`src/rtl/multicycle_control.sv`:
```
// Multicycle MIPS32 control sequencer: steps each instruction through fetch/decode/exec/mem/wb
// and decodes datapath selects and write enables from the current state.
module multicycle_control #(
  parameter logic [5:0]  OP_RTYPE = 6'd0,
  parameter logic [5:0]  OP_BEQ   = 6'd4,
  parameter logic [5:0]  OP_LW    = 6'd35,
  parameter logic [5:0]  OP_SW    = 6'd43,
  parameter int unsigned TIMEOUT  = 16
) (
  input  logic       clk,
  input  logic       reset,
  input  logic [5:0] OpCode,
  input  logic       mem_ready,
  input  logic       zero,
  output logic       MemRe,
  output logic       MemWe,
  output logic       IorD,
  output logic       IRwe,
  output logic       PCwe,
  output logic       PCSrc,
  output logic       ALUSrcA,
  output logic [1:0] ALUSrcB,
  output logic [1:0] ALUOp,
  output logic       RegDst,
  output logic       MemtoReg,
  output logic       RFwe,
  output logic       instr_done,
  output logic       illegal_op,
  output logic       fault
);

  // Wait counter only needs to hold 0..TIMEOUT-1; reaching the last value with no ready faults.
  localparam int CW = (TIMEOUT < 2) ? 1 : $clog2(TIMEOUT);
  localparam logic [CW-1:0] CNT_LAST = CW'(TIMEOUT - 1);

  typedef enum logic [2:0] {
    S_FETCH,
    S_DECODE,
    S_EXEC,
    S_MEM,
    S_WB,
    S_BRANCH,
    S_FAULT
  } state_t;

  state_t        state;
  logic [CW-1:0] wait_cnt;

  logic is_rtype;
  logic is_beq;
  logic is_lw;
  logic is_sw;
  logic mem_wait;

  assign is_rtype = (OpCode == OP_RTYPE);
  assign is_beq   = (OpCode == OP_BEQ);
  assign is_lw    = (OpCode == OP_LW);
  assign is_sw    = (OpCode == OP_SW);
  assign mem_wait = ((state == S_FETCH) || (state == S_MEM)) && !mem_ready;

  always_ff @(posedge clk) begin
    if (reset) begin
      state    <= S_FETCH;
      wait_cnt <= '0;
      fault    <= 1'b0;
    end else if (mem_wait) begin
      if (wait_cnt == CNT_LAST) begin
        state    <= S_FAULT;
        wait_cnt <= '0;
        fault    <= 1'b1;
      end else begin
        wait_cnt <= wait_cnt + 1'b1;
      end
    end else begin
      wait_cnt <= '0;
      case (state)
        S_FETCH:  state <= S_DECODE;
        S_DECODE: begin
          if (is_rtype || is_lw || is_sw) state <= S_EXEC;
          else if (is_beq)                state <= S_BRANCH;
          else                            state <= S_FETCH;
        end
        S_EXEC:   state <= is_rtype ? S_WB : S_MEM;
        S_MEM:    state <= is_lw ? S_WB : S_FETCH;
        S_WB:     state <= S_FETCH;
        S_BRANCH: state <= S_FETCH;
        S_FAULT:  state <= S_FAULT;
        default:  state <= S_FETCH;
      endcase
    end
  end

  // Outputs follow the state; only the fetch/mem completion strobes and the branch PC write look at inputs.
  always_comb begin
    MemRe      = 1'b0;
    MemWe      = 1'b0;
    IorD       = 1'b0;
    IRwe       = 1'b0;
    PCwe       = 1'b0;
    PCSrc      = 1'b0;
    ALUSrcA    = 1'b0;
    ALUSrcB    = 2'd0;
    ALUOp      = 2'd0;
    RegDst     = 1'b0;
    MemtoReg   = 1'b0;
    RFwe       = 1'b0;
    instr_done = 1'b0;
    illegal_op = 1'b0;
    case (state)
      S_FETCH: begin
        MemRe   = 1'b1;
        ALUSrcB = 2'd1;
        IRwe    = mem_ready;
        PCwe    = mem_ready;
      end
      S_DECODE: begin
        ALUSrcB    = 2'd3;
        illegal_op = !(is_rtype || is_beq || is_lw || is_sw);
      end
      S_EXEC: begin
        ALUSrcA = 1'b1;
        if (is_rtype) begin
          ALUSrcB = 2'd0;
          ALUOp   = 2'd2;
        end else begin
          ALUSrcB = 2'd2;
          ALUOp   = 2'd0;
        end
      end
      S_MEM: begin
        IorD = 1'b1;
        if (is_lw) begin
          MemRe = 1'b1;
        end else begin
          MemWe      = 1'b1;
          instr_done = mem_ready;
        end
      end
      S_WB: begin
        RFwe       = 1'b1;
        RegDst     = is_rtype;
        MemtoReg   = is_lw;
        instr_done = 1'b1;
      end
      S_BRANCH: begin
        ALUSrcA    = 1'b1;
        ALUSrcB    = 2'd0;
        ALUOp      = 2'd1;
        PCwe       = zero;
        PCSrc      = 1'b1;
        instr_done = 1'b1;
      end
      default: ;
    endcase
  end

endmodule

```
`config.mk`:
```
export PLATFORM = sky130hd
export DESIGN_NAME = multicycle_control
export DESIGN_NICKNAME = d
export VERILOG_FILES = /design/src/rtl/multicycle_control.sv
export SDC_FILE = /design/constraint.sdc
export NUM_CORES = 1
export LEC_CHECK = 0
export CAP_MARGIN = 20
export CORE_MARGIN = 5
export CORE_UTILIZATION = 44
export CTS_BUF_LIST = sky130_fd_sc_hd__clkbuf_8
export DETAILED_ROUTE_END_ITERATION = 6
export PLACE_DENSITY = 0.85
export SYNTH_ARGS = -nofsm -noshare
export SYNTH_HDL_FRONTEND = slang
export SYNTH_SLANG_ARGS = --single-unit
export TNS_END_PERCENT = 5
```
`constraint.sdc`:
```
create_clock -name clk -period 3.5 [get_ports clk]
set_input_delay 0.35 -clock clk [delete_from_list [all_inputs] [get_ports clk]]
set_output_delay 0.35 -clock clk [all_outputs]
set_load 0.05 [all_outputs]
```
# Word level (Yosys, flattened, before mapping)
# Cells that the tools add are included.
dict set report classes {
  addsub 1
  eq_ne 11
  muxes 26
  bitwise_logic 1
  n_reduce_logical 15
}
# operator n
set op_table {}
lappend op_table {{$mux W3} 6}
lappend op_table {{$pmux W3 S5} 1}
lappend op_table {{$eq A6 B6 Y1 const B} 2}
lappend op_table {{$mux W1} 12}
lappend op_table {{$eq A3 B3 Y1 const B} 3}
lappend op_table {{$eq A3 B2 Y1 const B} 2}
lappend op_table {{$eq A6 B3 Y1 const B} 1}
lappend op_table {{$logic_not A6 Y1} 1}
lappend op_table {{$logic_or A1 B1 Y1} 6}
lappend op_table {{$pmux W1 S2} 3}
lappend op_table {{$pmux W2 S3} 1}
lappend op_table {{$add A4 B1 Y4 const B} 1}
lappend op_table {{$eq A4 B4 Y1 const B} 1}
lappend op_table {{$mux W2} 2}
lappend op_table {{$pmux W2 S2} 1}
lappend op_table {{$reduce_or A2 Y1} 2}
lappend op_table {{$eq A3 B1 Y1 const B} 1}
lappend op_table {{$logic_not A3 Y1} 1}
lappend op_table {{$reduce_or A3 Y1} 1}
lappend op_table {{$logic_not A1 Y1} 2}
lappend op_table {{$ne A2 B1 Y1 const B} 1}
lappend op_table {{$reduce_and A2 Y1} 1}
lappend op_table {{$logic_and A1 B1 Y1} 1}
lappend op_table {{$not A1 Y1} 1}
dict set report word_totals {
  regBits 8
  inputBits 10
  output_inout_bits 17
}

# Logic depth before layout (Yosys ltp)
# Gate-level depths: netlist of run 1.
dict set report logic_depth {
  ltp_word 6
  mapped_depth 5
}

# Least setup slack after synthesis of run 1
# OpenSTA, ideal clock, no wires.
dict set report synth_path {
  path_type {reg-to-output}
  from {register state[1]}
  to {output PCwe}
  t_arrival_ns 2.641
  t_required_ns 3.150
  slack_ns 0.509
  path_stages_with_launch 4
  path_buffers 1
  cell_sequence {dfxtp_1 -> buf_2 -> nor4b_1 -> a21o_1}
}
dict set report synth_via {
  elab_chain_len 2
  elab_cells_between_ends 3
  cone_classes {1 x eq/ne; 1 x mux; 1 x reduce/logical}
}
# element line_no
set synth_lines {}
lappend synth_lines {{start, declared} 46} ;# state_t state;
lappend synth_lines {{start signal, assigned} 83} ;# S_EXEC: state <= is_rtype ? S_WB : S_MEM;
lappend synth_lines {{start signal, assigned} 84} ;# S_MEM: state <= is_lw ? S_WB : S_FETCH;
lappend synth_lines {{$eq A3 B3 Y1 / $logic_not A3 Y1 (equally long branches)} 109} ;# case (state)
lappend synth_lines {{$pmux W1 S2 *} 109}
lappend synth_lines {{end, declared} 19} ;# output logic PCwe,
# Mark *: on every way between the ends. The rest lies on a longest branch, timed or not.

# Worst setup path after layout of run 1
dict set report layout_path {
  from {input OpCode[5]}
  to {output ALUOp[1]}
}
dict set report layout_via {
  elab_chain_len 3
}
# element line_no
set layout_lines {}
lappend layout_lines {{start, declared} 12} ;# input logic [5:0] OpCode,
lappend layout_lines {{$logic_not A6 Y1} 55} ;# assign is_rtype = (OpCode == OP_RTYPE);
lappend layout_lines {{$mux W2} 122} ;# if (is_rtype) begin
lappend layout_lines {{$pmux W2 S2} 109}
lappend layout_lines {{end, declared} 23} ;# output logic [1:0] ALUOp,
# Every way passes these cells.

==> results of run 1 <==
-- cells in the final DEF (no fill, tap or decap), drive strengths merged, types with 2 or more instances in the layout --
| master | instances |
|---|---|
| a21o | 3 |
| o31ai | 2 |
| nor2 | 11 |
| nand3 | 5 |
| a21oi | 4 |
| clkdlybuf4s50 | 26 |
| nand2 | 2 |
| clkbuf | 3 |
| dfxtp | 8 |
| or3 | 2 |
| o21ai | 3 |
| inv | 3 |
| and3 | 2 |
| and2 | 4 |
| nand2b | 4 |
| nor3 | 4 |
-- power groups by stage --
| stage | clock, W | combinational (W) | sequential (W) |
|---|---|---|---|
| final | 0.000110 | 0.000507 | 0.000154 |
| after global routing | 0.000120 | 0.000535 | 0.000159 |
| after CTS | 0.000114 | 0.000508 | 0.000152 |
| after detailed placement | 0 | 0.000506 | 0.000154 |
| after global placement | 0 | 0.000503 | 0.000155 |
| after floorplan | 0 | 0.000384 | 0.000123 |
-- layer usage --
layer / global-route usage [%] / vias to the layer above / share of wire [%]
met5: 0 / - / 0
met4: 13.6 / 0 / 2.8
li1: - / 331 / -
met3: 5.08 / 4 / 5.0
met1: 19.5 / 299 / 41
met2: 28.0 / 22 / 51
-- logic make-up (layout without fill, tap and decap cells) --
group           Yosys count  after routing  share of synthesized area [%]
buf+inv                   6             32                           4.34
compound gates           18             18                           23.0
fa+ha+maj                 1              1                           2.17
flops                     8              8                           27.8
xor+xnor                  2              2                           3.04
simple gates             41             41                           39.7
-- sequential cells by signal, indices dropped and copies added, names as in the netlist --
register,flops
fault,1
state,3
wait_cnt,4
-- per-stage QoR --
| stage | hold slack [ns] | power, W | setup WS [ns] | util, % |
|---|---|---|---|---|
| 2_1_floorplan | 0.418 | 0.000507 | 0.509 | - |
| 3_3_place_gp | 0.429 | 0.000658 | 0.428 | 66.4 |
| 3_5_place_dp | 0.438 | 0.000660 | 0.399 | 66.4 |
| 4_1_cts | 0.448 | 0.000775 | 0.391 | 69.6 |
| 5_1_grt | 0.496 | 0.000814 | 0.307 | 69.6 |
| 6_report | 0.441 | 0.000771 | 0.390 | 69.6 |
-- final timing paths --
path | depth (start not counted) | slack [ns] | startpoint | to
worst min-delay path | 1 | 0.44 | wait_cnt[0] | wait_cnt[0]
worst max register to register | 4 | 2.01 | state[0] | wait_cnt[3]
worst min register to register | 1 | 0.44 | wait_cnt[0] | wait_cnt[0]
worst max-delay path | 5 | 0.39 | OpCode[5] | ALUOp[1]
-- area by class of cell --
type / count / area, um^2
Sequential cell: 8 / 160
Inverter: 3 / 11.3
Timing Repair Buffer: 26 / 260
Clock buffer: 3 / 41.3
Fill cell: 110 / 385
Multi-Input combinational cell: 62 / 392
Tap cell: 15 / 18.8
-- worst max-delay path: stages --
cell and delay [ns]:
clkdlybuf4s50_1 0.42, or4_4 0.58, or3_4 0.38, nor3_1 0.19, clkdlybuf4s50_1 0.83
==> impl_results.md, run 1 <==
* Result of the run: finished clean
* Async set-or-reset flop fraction in the synthesized netlist at 0%
* Worst Tran Pin Value at about 0.65 ns
* Leakage dissipation at approximately 0.35 nW
* Initial detailed-routing violation count at 15
* Share of synthesized area occupied by flip-flops and latches at between 20 and 30%
* P per Cell Area at 873 nW/um^2
* Setup CP Type: input port to output port
* Max frequency at between 300 and 400 MHz
* Layout Cell Area excl Fill at ~880 um^2
* Portion of total power attributed to sequential cells at about 20%
* Library cell with the highest instance count after synthesis: nor2_1
* Detailed-route vias per instance at between 5 and 6
* Hold Fails Final Rpt at 0
* Number of nets in the synthesized netlist at 87
* Fin nets at 115
* Cell types with the largest area share after synthesis: dfxtp_1, nor2_1, and2_1, nand2b_1, nand3_1
* Initial standard-cell utilization of the core at about 45%
* Fraction of final layout cells sized beyond drive strength 1 at approximately 7.8%
* Most frequent cells after synthesis: nor2_1, dfxtp_1, nand3_1
* Dominant register cell in the synthesized netlist: dfxtp_1
* Number of primary I/O pins at 27
* Final weighted congestion in routability-driven placement at around 0.78
* Per-cell routed wire length at between 10 and 15 um
* Final count of pins violating max slew at 0
* Total inserted antenna cells at 0
* Sink count of the clock tree at 8
* Number of distinct library cells after synthesis at 33
* Number of placement rows at 13
* Area after detailed placement at 842 um^2
* Number of buffers added for setup after CTS at 0
* Max-cap check violation count at 0
* Setup violation total in the final timing report at 0
* Sw Ratio at between 50% and 60%
* DRT Pass-1 Iters at 4
* Fin Clk Skew at roughly 0.00015 ns
* Worst slew margin relative to its limit at around 56%
* Final worst-path cycle share at between 80% and 90%
* # DRC at 0
* TritonCTS clock tree: built
* CTS H-Tree Depth at 1
* Cell area after synthesis at slightly below 600 um^2
* Warning count from the yosys run at 0
* Switch Pwr at approximately 0.00041 W
* Largest buffer count on any clock path at 2
* Number of clock buffers inserted by TritonCTS at 3
* Total number of vias at between 600 and 700
* Synth area leader: dfxtp_1
* RSZ-0062 raised after global routing: no
* Instance count after placement with tap cells included at about 110
* Path type of the worst min-delay path: flip-flop to flip-flop
* Die X at ~46 um
* Clock root buffer: clkbuf_8
* Max FO, Critical Path at 6
* Mean cell area of the mapped netlist at about 7.6 um^2
* # hold bufs at CTS at 0
* Antenna violations before repair at 0
* Number of nets with antenna violations after routing at 0
* Die area at around 2100 um^2
* Clock network latency to the later pin of the worst-skew pair at between 0.2 and 0.25 ns
* Internal power at between 0.0003 and 0.0004 W
* Combinational share of power at about two thirds
* Post-synth EDFFs at 0
* Total of cells resized after clock tree synthesis at 0
* Overall Global Routing Usage at 17.7%
* Fin crit period at just over 3 ns
* Global-route wire length before repair at 2570 um
* Maximum number of pins on one net before global-route repair at 16
* Worst IR drop on VDD at between 600 and 700 uV
* Total Negative Setup Slacks at 0 ns
* Number of synthesized register bits at 8
* Area Overhead vs Synth at 53.1%
* Crit path launch type: input port
* Kind of end point of the critical path: output port
* Detailed placer's ending HPWL at approximately 1200 um
* Required time reported for the critical path endpoint at about 3.2 ns
* Core Box Area at roughly 1300 um^2
* Synth top area share at around 28%
* Clock input transition at the sequential cells of the worst setup and hold paths at approximately 0.040 ns
* Synthesized instance count at 76
* Post-detailed-routing wire length at roughly 1600 um
* Clock share of power at about 14%
* Arrival time reported for the critical path endpoint at around 2.8 ns
* Die span in y at about 46 um
* Remaining global-route overflow at 0
* Via count of the first global-routing pass at ~620
* Number of cells in the finished layout apart from fillers at approximately 120
* Number of port buffers at 26
Note: power is estimated with default switching activity, not from simulation.
==> run 2: changes to the inputs <==
- CORE_MARGIN: 5 -> 2
- CORE_UTILIZATION: 44 -> 41
- PLACE_DENSITY: 0.85 -> 0.8
- clock period: 3.5 -> 3.03 ns (I/O delays scaled with it)
==> run 2 against run 1 <==
Global-route usage is 0.45 points higher. Cell area is 2.5% higher. Critical path depth is 1 higher. Non-clock buffer count is 1 higher. Sequential power is 16% higher. Via count is 1.8% higher. Routed wire length is 8.7% lower.
==> impl_results.md, run 2 (same netlist as run 1, synthesis figures left out) <==
* Result of the run: finished clean
* Max frequency at about 360 MHz
* Combinational share of power at 65.6% (about the same)
* Delay of the slowest cell on the worst path at 0.71 ns (-0.12 ns)
* RSZ-0062 raised after global routing: no
* Clock share of power at 14.1% (-0.2 points)
* Setup violation total in the final timing report at 0 (unchanged)
* TritonCTS clock tree: built
* Via count of the first global-routing pass at 597 (-4.2%)
* Total Negative Setup Slacks at 0 ns (unchanged)
* Critical path buffers and inverters at 2 (unchanged)
* Endpoint of the lowest-slack register-to-register path: state[1]
* Largest register FFs at 4 (unchanged)
* DRT Pass-1 Iters at 4 (unchanged)
* Number of port buffers at 26 (unchanged)
* Initial standard-cell utilization of the core at 44.3% (-1.1 points)
* Origin of the worst setup path: OpCode[5]
* Final weighted congestion in routability-driven placement at 0.820 (+4.7%)
* Post-detailed-routing wire length at 1450 um (-8.7%)
* Number of buffers added for setup after CTS at 0 (unchanged)
* Arrival time reported for the critical path endpoint at 2.51 ns (-0.25 ns)
* # DRC at 0 (unchanged)
* Required time reported for the critical path endpoint at 2.73 ns (-0.42 ns)
* Largest buffer count on any clock path at 2 (unchanged)
* Kind of end point of the critical path: output port
* Total of cells resized after clock tree synthesis at 0 (unchanged)
* Min-Delay Path Depth at 1 (unchanged)
* Filler Cells Inserted at 108 (-1.8%)
* Hold Fails Final Rpt at 0 (unchanged)
* Max-cap check violation count at 0 (unchanged)
* Die area at 1720 um^2 (-19%)
* Path type of the worst min-delay path: flip-flop to flip-flop
* Worst Hold Path EP: wait_cnt[0]
* Fin crit period at approximately 2.8 ns
* P per Cell Area at 976 nW/um^2 (+12%)
* Antenna violations before repair at 0 (unchanged)
* Commonest cells after routing, fill and taps aside: clkdlybuf4s50_1, nor2_1, dfxtp_1
* Area Overhead vs Synth at 57.0%
* Reg2reg path depth at 3 (-1)
* Number of placement rows at 13 (unchanged)
* Worst min-delay path startpoint: wait_cnt[0]
* Fin Clk Skew at 0.00113 ns (+0.000975 ns)
* Clock network latency to the later pin of the worst-skew pair at 0.23 ns (about the same)
* Total number of vias at 668 (+1.8%)
* Die X at 41.5 um (-10%)
* Switch Pwr at 0.000469 W (+15%)
* Slowest cell on the critical path: clkdlybuf4s50_1
* Detailed placer's ending HPWL at 1140 um (-8.1%)
* Most common cell type on the critical path: clkdlybuf4s50_1
* Detailed-route vias per instance at 5.66 (+0.97%)
* Remaining global-route overflow at 0 (unchanged)
* Maximum number of pins on one net before global-route repair at 16 (unchanged)
* Final worst-path cycle share at between 90% and 100%
* Sw Ratio at 53.0% (+0.069 points)
* Startpoint of the most critical register-to-register path: state[0]
* Core Box Area at 1300 um^2 (+2.6%)
* Crit path launch type: input port
* Fin nets at 116 (+0.87%)
* Number of clock buffers inserted by TritonCTS at 3 (unchanged)
* Worst slew margin relative to its limit at 65.9% (+9.4 points)
* Register-to-Register Setup Slack at 1.51 ns (-0.50 ns)
* Total inserted antenna cells at 0 (unchanged)
* # hold bufs at CTS at 0 (unchanged)
* Top flop regs: wait_cnt: 4 flops, state: 3 flops, fault: 1 flops
* Portion of total power attributed to sequential cells at 20.3% (+0.3 points)
* Sink count of the clock tree at 8 (unchanged)
* Number of primary I/O pins at 27 (unchanged)
* CTS H-Tree Depth at 1 (unchanged)
* Max FO, Critical Path at 6 (unchanged)
* Die span in y at 41.5 um (-10%)
* Initial detailed-routing violation count at 17 (+2)
* Clock input transition at the sequential cells of the worst setup and hold paths at 0.04 ns (about the same)
* Internal power at 0.000416 W (+15%)
* Leakage dissipation at 0.369 nW (+5.0%)
* Overall Global Routing Usage at 18.1% (+0.45 points)
* Worst Tran Pin Value at 0.510 ns (-0.137 ns)
* Most frequent standard cell in the layout excluding fill and tap cells: clkdlybuf4s50_1
* Fraction of final layout cells sized beyond drive strength 1 at 12.6% (+4.8 points)
* Clock root buffer: clkbuf_8
* Total power draw at 0.000884 W (+15%)
* Number of nets with antenna violations after routing at 0 (unchanged)
* CP top delay family: buffers and inverters
* Per-cell routed wire length at 12.3 um (-9.5%)
* CP cell instances: clkdlybuf4s50_1, or4_4, or3_4, nand2_1, a21oi_1, clkdlybuf4s50_1
* Largest register by flop count: wait_cnt
* Final count of pins violating max slew at 0 (unchanged)
* Worst IR drop on VDD at 616 uV (-8.1%)
* Setup CP Type: input port to output port
* Global-route wire length before repair at 2480 um (-3.5%)
run 2: worst max path at each step:
stage,endpoint,slack (ns),cells past startpoint
after floorplan,PCwe,0.09,3
after global placement,ALUSrcB[1],0.23,6
after detailed placement,ALUSrcB[1],0.22,6
after CTS,ALUSrcB[1],0.22,6
after global routing,ALUSrcB[1],0.17,6
final,ALUSrcB[1],0.22,6
run 2: layout make-up:
cell class              instances  area [um^2]  share of cell area, %
flip-flops and latches          8          160                   17.7
repair buffers                 27          283                   31.2
well taps                      15         18.8                   2.07
inverters                       3         11.3                   1.24
clock buffers                   3         41.3                   4.56
multi-input cells              62          392                   43.2
run 2: layer usage:
metal  GRT usage, %  wire [um]  up-vias  part of all wire [%]
li1               -          -      336                     -
met1           23.0        639      302                    44
met2           28.4        711       30                    49
met3           6.96         96        0                   6.6
met4           5.16          0        0                     0
met5              0          0        -                     0
run 2: power by group through the flow:
stage / sequential (W) / clock (W) / combinational, W
4_1_cts: 0.000177 / 0.000130 / 0.000581
3_3_place_gp: 0.000179 / 0 / 0.000579
2_1_floorplan: 0.000142 / 0 / 0.000444
5_1_grt: 0.000187 / 0.000138 / 0.000609
6_report: 0.000179 / 0.000125 / 0.000580
3_5_place_dp: 0.000178 / 0 / 0.000578
run 2: stage by stage:
step | utilization (%) | area [um^2] | hold WS [ns] | cells | setup WS [ns]
finish | 69.6 | 906 | 0.441 | 118 | 0.219
floorplan | - | 577 | 0.375 | 76 | 0.0856
CTS | 69.6 | 906 | 0.444 | 118 | 0.219
detailed placement | 66.4 | 865 | 0.438 | 115 | 0.220
global route | 69.6 | 906 | 0.467 | 118 | 0.166
global placement | 66.4 | 865 | 0.428 | 115 | 0.227
